File: config.mk
export PLATFORM = sky130hd
export DESIGN_NAME = rom_loader_flat
export DESIGN_NICKNAME = d
export VERILOG_FILES = /design/src/rtl/rom_loader_pkg.sv /design/src/rtl/rom_loader_if.sv /design/src/rtl/rom_loader_word_assembler.sv /design/src/rtl/rom_loader.sv /design/src/flat_wrapper.sv
export SDC_FILE = /design/constraint.sdc
export NUM_CORES = 1
export LEC_CHECK = 0
export ABC_AREA = 1
export BUFFER_PORTS_ARGS = -buffer_cell sky130_fd_sc_hd__buf_2
export CORE_ASPECT_RATIO = 1.25
export CORE_MARGIN = 4
export CORE_UTILIZATION = 58
export CTS_CLUSTER_SIZE = 14
export DETAILED_ROUTE_END_ITERATION = 12
export PLACE_DENSITY = 0.8
export SLEW_MARGIN = 15
export SYNTH_ARGS = -nofsm -noshare
export SYNTH_HDL_FRONTEND = slang
export SYNTH_HIERARCHICAL = 1
export SYNTH_SLANG_ARGS = --single-unit
File: constraint.sdc
create_clock -name clock -period 2.15 [get_ports clock]
set_clock_uncertainty 0.05 [all_clocks]
set_input_delay 0.645 -clock clock [delete_from_list [all_inputs] [get_ports clock]]
set_output_delay 0.645 -clock clock [all_outputs]
set_load 0.01 [all_outputs]
File: src/rtl/rom_loader_pkg.sv
// Shared definitions for the Hack boot loader.
//   - loader_state_t  : FSM state encoding used by rom_loader
//   - ROM_WORD_WIDTH  : width of one instruction ROM word
//   - IMAGE_BIG_ENDIAN: byte order of 16-bit words in the image stream
package rom_loader_pkg;

  localparam int ROM_WORD_WIDTH = 16;

  // Image words arrive high byte first.
  localparam bit IMAGE_BIG_ENDIAN = 1'b1;

  typedef enum logic [3:0] {
    ST_IDLE,
    ST_COUNT_HI,
    ST_COUNT_LO,
    ST_DATA_HI,
    ST_DATA_LO,
    ST_WRITE,
    ST_CSUM_HI,
    ST_CSUM_LO,
    ST_RUN,
    ST_ERROR
  } loader_state_t;

endpackage

File: src/rtl/rom_loader_if.sv
// Byte-stream and ROM write-port bundle for rom_loader.
//   byte_in/byte_valid/byte_ready : host byte link (valid/ready)
//   rom_write_addr/data/enable    : instruction ROM write port
// modport master: host side (drives bytes, observes ROM writes)
// modport slave : loader side
interface rom_loader_if #(
  parameter int ADDR_WIDTH = 15
);
  import rom_loader_pkg::*;

  logic [7:0]                byte_in;
  logic                      byte_valid;
  logic                      byte_ready;
  logic [ADDR_WIDTH-1:0]     rom_write_addr;
  logic [ROM_WORD_WIDTH-1:0] rom_write_data;
  logic                      rom_write_enable;

  modport master (
    output byte_in, byte_valid,
    input  byte_ready, rom_write_addr, rom_write_data, rom_write_enable
  );

  modport slave (
    input  byte_in, byte_valid,
    output byte_ready, rom_write_addr, rom_write_data, rom_write_enable
  );

endinterface

File: src/rtl/rom_loader_word_assembler.sv
// Pairs two stream bytes into one 16-bit image word.
//   clock, reset_n : clock / async active-low reset
//   clear          : drop any latched first byte (load restart)
//   byte_in        : current stream byte
//   accept_hi      : first byte of a word is being transferred
//   accept_lo      : second byte of a word is being transferred
//   word           : assembled word, valid while word_valid=1
//   word_valid     : second byte transferring this cycle
// The word is formed combinationally from the latched first byte and the
// byte currently on the link, so the FSM can act on it at the same edge
// that accepts the second byte.
module rom_loader_word_assembler
  import rom_loader_pkg::*;
(
  input  logic                      clock,
  input  logic                      reset_n,
  input  logic                      clear,
  input  logic [7:0]                byte_in,
  input  logic                      accept_hi,
  input  logic                      accept_lo,
  output logic [ROM_WORD_WIDTH-1:0] word,
  output logic                      word_valid
);

  logic [7:0] first_byte;

  always_ff @(posedge clock or negedge reset_n) begin
    if (!reset_n) begin
      first_byte <= 8'h00;
    end else if (clear) begin
      first_byte <= 8'h00;
    end else if (accept_hi) begin
      first_byte <= byte_in;
    end
  end

  always_comb begin
    word       = IMAGE_BIG_ENDIAN ? {first_byte, byte_in} : {byte_in, first_byte};
    word_valid = accept_lo;
  end

endmodule

File: src/rtl/rom_loader.sv
// Boot sequencer for the Hack computer. Holds the CPU in reset, receives a
// program image over a valid/ready byte link (COUNT_HI, COUNT_LO, then N x
// DATA_HI, DATA_LO), writes the words into instruction ROM from address 0,
// then releases the CPU.
//   clock, reset_n : clock / async active-low reset
//   start          : 1-cycle pulse, begin or restart a load from any state
//   bus (slave)    : byte link and ROM write port, see rom_loader_if
//   cpu_reset      : 1 = CPU held in reset (registered)
//   busy           : load in progress
//   done           : image loaded, CPU running
//   error          : load failed, CPU stays held
// Optional feature: ROM_LOADER_CHECKSUM_EN adds CSUM_HI/CSUM_LO states that
// check a 16-bit mod-2**16 sum of all data words before releasing the CPU.
module rom_loader
  import rom_loader_pkg::*;
#(
  parameter int ADDR_WIDTH = 15
) (
  input  logic        clock,
  input  logic        reset_n,
  input  logic        start,
  rom_loader_if.slave bus,
  output logic        cpu_reset,
  output logic        busy,
  output logic        done,
  output logic        error
);

  localparam int unsigned MAX_WORDS = 32'd1 << ADDR_WIDTH;

  loader_state_t             state;
  logic [15:0]               words_left;
  logic                      handshake;
  logic                      accept_hi;
  logic                      accept_lo;
  logic [ROM_WORD_WIDTH-1:0] word;
  logic                      word_valid;
`ifdef ROM_LOADER_CHECKSUM_EN
  logic [ROM_WORD_WIDTH-1:0] csum_acc;
`endif

  // A start pulse overrides any byte offered on the same edge.
  always_comb begin
    handshake = bus.byte_valid & bus.byte_ready & ~start;
    accept_hi = handshake & ((state == ST_COUNT_HI) | (state == ST_DATA_HI) |
                             (state == ST_CSUM_HI));
    accept_lo = handshake & ((state == ST_COUNT_LO) | (state == ST_DATA_LO) |
                             (state == ST_CSUM_LO));
  end

  rom_loader_word_assembler u_word_assembler (
    .clock      (clock),
    .reset_n    (reset_n),
    .clear      (start),
    .byte_in    (bus.byte_in),
    .accept_hi  (accept_hi),
    .accept_lo  (accept_lo),
    .word       (word),
    .word_valid (word_valid)
  );

  // byte_ready and busy are updated together with the state so they line up
  // with it. cpu_reset and done follow the state with one cycle of lag: they
  // only change while already sitting in RUN, so cpu_reset can never drop
  // outside RUN and a start pulse raises it on the same edge that leaves RUN.
  always_ff @(posedge clock or negedge reset_n) begin
    if (!reset_n) begin
      state                <= ST_IDLE;
      words_left           <= 16'd0;
      bus.byte_ready       <= 1'b0;
      bus.rom_write_addr   <= '0;
      bus.rom_write_data   <= '0;
      bus.rom_write_enable <= 1'b0;
      cpu_reset            <= 1'b1;
      busy                 <= 1'b0;
      done                 <= 1'b0;
      error                <= 1'b0;
`ifdef ROM_LOADER_CHECKSUM_EN
      csum_acc             <= '0;
`endif
    end else if (start) begin
      // Partial ROM content and the last write data are intentionally kept.
      state                <= ST_COUNT_HI;
      words_left           <= 16'd0;
      bus.byte_ready       <= 1'b1;
      bus.rom_write_addr   <= '0;
      bus.rom_write_enable <= 1'b0;
      cpu_reset            <= 1'b1;
      busy                 <= 1'b1;
      done                 <= 1'b0;
      error                <= 1'b0;
`ifdef ROM_LOADER_CHECKSUM_EN
      csum_acc             <= '0;
`endif
    end else begin
      case (state)
        ST_IDLE: begin
        end

        ST_COUNT_HI: begin
          if (accept_hi) state <= ST_COUNT_LO;
        end

        ST_COUNT_LO: begin
          if (word_valid) begin
            words_left <= word;
            if (32'(word) > MAX_WORDS) begin
              state          <= ST_ERROR;
              bus.byte_ready <= 1'b0;
              busy           <= 1'b0;
              error          <= 1'b1;
            end else if (word == 16'd0) begin
`ifdef ROM_LOADER_CHECKSUM_EN
              state          <= ST_CSUM_HI;
`else
              state          <= ST_RUN;
              bus.byte_ready <= 1'b0;
              busy           <= 1'b0;
`endif
            end else begin
              state <= ST_DATA_HI;
            end
          end
        end

        ST_DATA_HI: begin
          if (accept_hi) state <= ST_DATA_LO;
        end

        ST_DATA_LO: begin
          if (word_valid) begin
            state                <= ST_WRITE;
            bus.byte_ready       <= 1'b0;
            bus.rom_write_data   <= word;
            bus.rom_write_enable <= 1'b1;
`ifdef ROM_LOADER_CHECKSUM_EN
            csum_acc             <= csum_acc + word;
`endif
          end
        end

        // The address advances after every write, so a full 2**ADDR_WIDTH
        // image leaves it wrapped to 0; nothing reads it in RUN.
        ST_WRITE: begin
          bus.rom_write_enable <= 1'b0;
          bus.rom_write_addr   <= bus.rom_write_addr + ADDR_WIDTH'(1);
          words_left           <= words_left - 16'd1;
          if (words_left == 16'd1) begin
`ifdef ROM_LOADER_CHECKSUM_EN
            state          <= ST_CSUM_HI;
            bus.byte_ready <= 1'b1;
`else
            state          <= ST_RUN;
            busy           <= 1'b0;
`endif
          end else begin
            state          <= ST_DATA_HI;
            bus.byte_ready <= 1'b1;
          end
        end

`ifdef ROM_LOADER_CHECKSUM_EN
        ST_CSUM_HI: begin
          if (accept_hi) state <= ST_CSUM_LO;
        end

        ST_CSUM_LO: begin
          if (word_valid) begin
            bus.byte_ready <= 1'b0;
            busy           <= 1'b0;
            if (word == csum_acc) begin
              state <= ST_RUN;
            end else begin
              state <= ST_ERROR;
              error <= 1'b1;
            end
          end
        end
`endif

        ST_RUN: begin
          cpu_reset <= 1'b0;
          done      <= 1'b1;
        end

        ST_ERROR: begin
        end

        default: begin
          state          <= ST_IDLE;
          bus.byte_ready <= 1'b0;
          busy           <= 1'b0;
        end
      endcase
    end
  end

endmodule

File: src/flat_wrapper.sv
// flat-port wrapper written by rule: the top's interface ports become plain ports
module rom_loader_flat import rom_loader_pkg::*;
#(
  parameter int ADDR_WIDTH = 15
)
  (clock, reset_n, start, cpu_reset, busy, done, error, bus_byte_in, bus_byte_valid, bus_byte_ready, bus_rom_write_addr, bus_rom_write_data, bus_rom_write_enable);
  rom_loader_if #(.ADDR_WIDTH(ADDR_WIDTH)) bus_i ();
  input  logic clock;
  input  logic reset_n;
  input  logic start;
  output logic cpu_reset;
  output logic busy;
  output logic done;
  output logic error;
  input wire logic [$bits(bus_i.byte_in)-1:0] bus_byte_in;
  input wire logic [$bits(bus_i.byte_valid)-1:0] bus_byte_valid;
  output wire logic [$bits(bus_i.byte_ready)-1:0] bus_byte_ready;
  output wire logic [$bits(bus_i.rom_write_addr)-1:0] bus_rom_write_addr;
  output wire logic [$bits(bus_i.rom_write_data)-1:0] bus_rom_write_data;
  output wire logic [$bits(bus_i.rom_write_enable)-1:0] bus_rom_write_enable;
  assign bus_i.byte_in = bus_byte_in;
  assign bus_i.byte_valid = bus_byte_valid;
  assign bus_byte_ready = bus_i.byte_ready;
  assign bus_rom_write_addr = bus_i.rom_write_addr;
  assign bus_rom_write_data = bus_i.rom_write_data;
  assign bus_rom_write_enable = bus_i.rom_write_enable;
  rom_loader #(.ADDR_WIDTH(ADDR_WIDTH)) u_core (.clock(clock), .reset_n(reset_n), .start(start), .bus(bus_i), .cpu_reset(cpu_reset), .busy(busy), .done(done), .error(error));
endmodule
==> flow_metrics.py <==
metrics = {
    "outcome": {
        "status": "complete, no violations",
    },
    "critical_path": {
        "critPathSlowestCell": "dfrtp_2",
        "required_ps": 2330,
        "path_max_fanout": 8,
        "crit_arrival_ps": 2190,
        "r2r_start": "u_core/state[1]",
        "crit_path_start_kind": "flop",
        "end_kind": "flop",
        "crit_start": "u_core/state[1]",
        "cpMostUsedCell": "buf_4",
        "timing.rr.end": "u_core/words_left[10]",
        "critPathKind": "flop to flop",
        "crit_end": "u_core/words_left[10]",
        "path_cells": "nor2_4 > inv_1 > nand3_1 > a21oi_1 > buf_4 > nor2_2 > nand2_2 > o21ai_4 > nor2_8 > buf_4 > o211ai_1 > nand2_1",
        "critical_path.max_stage_delay_ps": 460,
        "regToRegSetupSlack_ps": 140,
        "r2r_cells": 12,
    },
    "global_route": {
        "grt_first_pass_wirelength_mm": 15.6,
        "grt_pass1_vias": 3359,
        "grt.overflow.total": 0,
        "grt_max_degree": 66,
        "antenna_found_initial": 0,
        "grt_usage_pct": 25.1,
    },
    "logic_synthesis": {
        "yosysUniqueCellTypes": 39,
        "synthCells": 492,
        "ys_seq_elements": 65,
        "ys_warn_count": 6,
        "synth.net_count": 507,
        "synth_area_sq_um": 3770,
        "yosysSeqAreaShare_pct": 43.2,
        "syn_area_per_cell_sq_um": 7.66,
    },
    "clock_tree": {
        "clock_path_buffers": 2,
        "cts_tree": "built",
        "clock_latency_ps": 340,
        "cts.sinks": 65,
        "path_clk_slew_ps": 80,
        "cts_root_buf": "clkbuf_8",
        "cts_buffers": 9,
        "h-tree-depth": 3,
        "ctsHoldBuffers": 0,
    },
    "finish": {
        "mostFrequentLayoutCell": "nand2_1",
        "multi_input_area_sq_um": 1780,
        "diodes": 0,
        "layout_common_cells": "127 x nand2_1, 63 x dfrtp_1, 55 x nor2_1",
        "nNetsFinal": 562,
        "drive_gt1_share_pct": 21.0,
        "seqCellArea_sq_um": 1630,
        "final_util_pct": 69.8,
        "fill_cells": 539,
        "area_growth_pct": 15.7,
    },
    "route": {
        "viasPerCell": 5.52,
        "drt-pass1-iter-count": 5,
        "wl_per_cell_um": 14.8,
        "dr.first_iter.drc_count": 373,
        "drcViolationCount": 0,
        "vias": 3517,
        "drtAntennaViolNets": 0,
        "wl_mm": 9.41,
    },
    "floorplanning": {
        "rows": 32,
        "die-area_sq_um": 7860,
        "top_level_ports": 49,
        "die-height_um": 98.1,
        "core-area_sq_um": 6250,
        "fp.dieW_um": 80.1,
        "start_util_pct": 60.3,
    },
    "sta": {
        "worst-slew-pin-transition_ps": 343,
        "slew-limit-headroom_pct": 77.1,
        "setup_violations": 0,
        "finalWorstSetupSlack_ps": 139,
        "whs_ps": 262,
        "hold_viol_final": 0,
        "fin_crit_sh_pct": 93.5,
        "layout_min_cycle_time_ps": 2010,
        "fmax_ghz": 0.497,
        "slew_viol_final": 0,
    },
    "placed_design": {
        "numPortBuffers": 48,
        "post-place-ws_ps": 105,
        "dp_hpwl_mm": 6.80,
        "place.gp.congestion": 0.954,
    },
    "flow_run": {
        "maxCapViolCount": 0,
    },
    "pwr": {
        "ir_drop_uv": 565,
        "power_density_nw_per_um2": 875,
        "p_leak_nw": 2.23,
        "totalPowerFinal_mw": 3.82,
    },
    "hold_path": {
        "hp-class": "primary input to async pin",
    },
}
worst min-delay path by stage:
| stage | start | endpoint | slack (ps) |
|---|---|---|---|
| finish | reset_n | u_core/bus.rom_write_data[12] | 260 |
| detailed placement | u_core/busy | u_core/busy | 410 |
| global route | reset_n | u_core/bus.rom_write_data[4] | 280 |
| floorplan | reset_n | u_core/bus.byte_ready | 300 |
| global placement | u_core/busy | u_core/busy | 400 |
| CTS | reset_n | u_core/bus.rom_write_data[12] | 270 |
where the power goes:
part	switching [mW]	internal (mW)	total, mW
clock network	0.492	0.688	1.18
registers	0.126	1.33	1.46
logic	0.789	0.391	1.18
routing by layer:
metal | vias to the layer above | track usage [%] | wire length [um]
met5 | - | 0 | 0
met4 | 0 | 15.6 | 394
met3 | 29 | 3.97 | 545
met2 | 149 | 40.3 | 4680
met1 | 1635 | 31.3 | 3800
li1 | 1704 | - | -
cells by family after synthesis:
kind of cell               share of synthesized area [%]
and+or+nand+nor                                     32.7
buffers and inverters                               9.56
AOI/OAI and AO/OA                                   11.1
DFF                                                 43.2
muxes                                               2.29
adders and majority gates                          0.996
xor gates and xnor gates                           0.232
cell usage after synthesis (all sizes together):
| cell type | instances | area [sq um] |
|---|---|---|
| ha | 3 | 37.5 |
| clkbuf | 3 | 11.3 |
| nand2 | 133 | 538 |
| xor2 | 1 | 8.76 |
| nor3 | 13 | 65.1 |
| o21ai | 42 | 221 |
| a31oi | 2 | 12.5 |
| nand3b | 1 | 7.51 |
| dfstp | 1 | 26.3 |
| o211ai | 5 | 37.5 |
| inv | 57 | 221 |
| nor3b | 1 | 7.51 |
| nand4 | 10 | 62.6 |
| buf | 17 | 128 |
| nor2 | 65 | 323 |
| a22oi | 1 | 7.51 |
| a21oi | 15 | 82.6 |
| dfrtp | 64 | 1600 |
| o22ai | 4 | 25.0 |
| mux2 | 7 | 86.3 |
| a211oi | 2 | 15.0 |
| nand3 | 43 | 228 |
| o21a | 2 | 15.0 |
area by class of cell:
type,instances,share of cell area (%)
clock buffers,10,3.16
well taps,85,2.44
flip-flops and latches,65,37.3
inverters,57,5.25
multi-input cells,350,40.9
repair buffers,64,8.84
clock inverters,6,2.09
critical path: cells and delay by family (launching register included):
kind	cells	cell delay [ps]
simple gates	6	750
compound gates	3	290
buf+inv	3	360
flops	1	460
flip-flops by register name (all words and copies together) (netlist names):
signal	cells
u_core/bus.rom_write_data	16
u_core/words_left	16
u_core/bus.rom_write_addr	15
u_core/u_word_assembler/first_byte	8
u_core/state	4
u_core/bus.byte_ready	1
u_core/bus.rom_write_enable	1
u_core/busy	1
u_core/cpu_reset	1
u_core/done	1
u_core/error	1
what timing repair did:
item                       in CTS  in global routing
setup endpoints to repair       0                 12
resized for setup               0                  2
setup buffers                   0                  4
through the flow:
stage / TNS [ps] / cell area, sq um / cells
2_1_floorplan: 0 / 3790 / 492
3_3_place_gp: 0 / 4100 / 617
3_5_place_dp: 0 / 4100 / 617
4_1_cts: 0 / 4330 / 633
5_1_grt: -41.5 / 4360 / 637
6_report: 0 / 4360 / 637
Note: power is estimated with default switching activity, not from simulation.
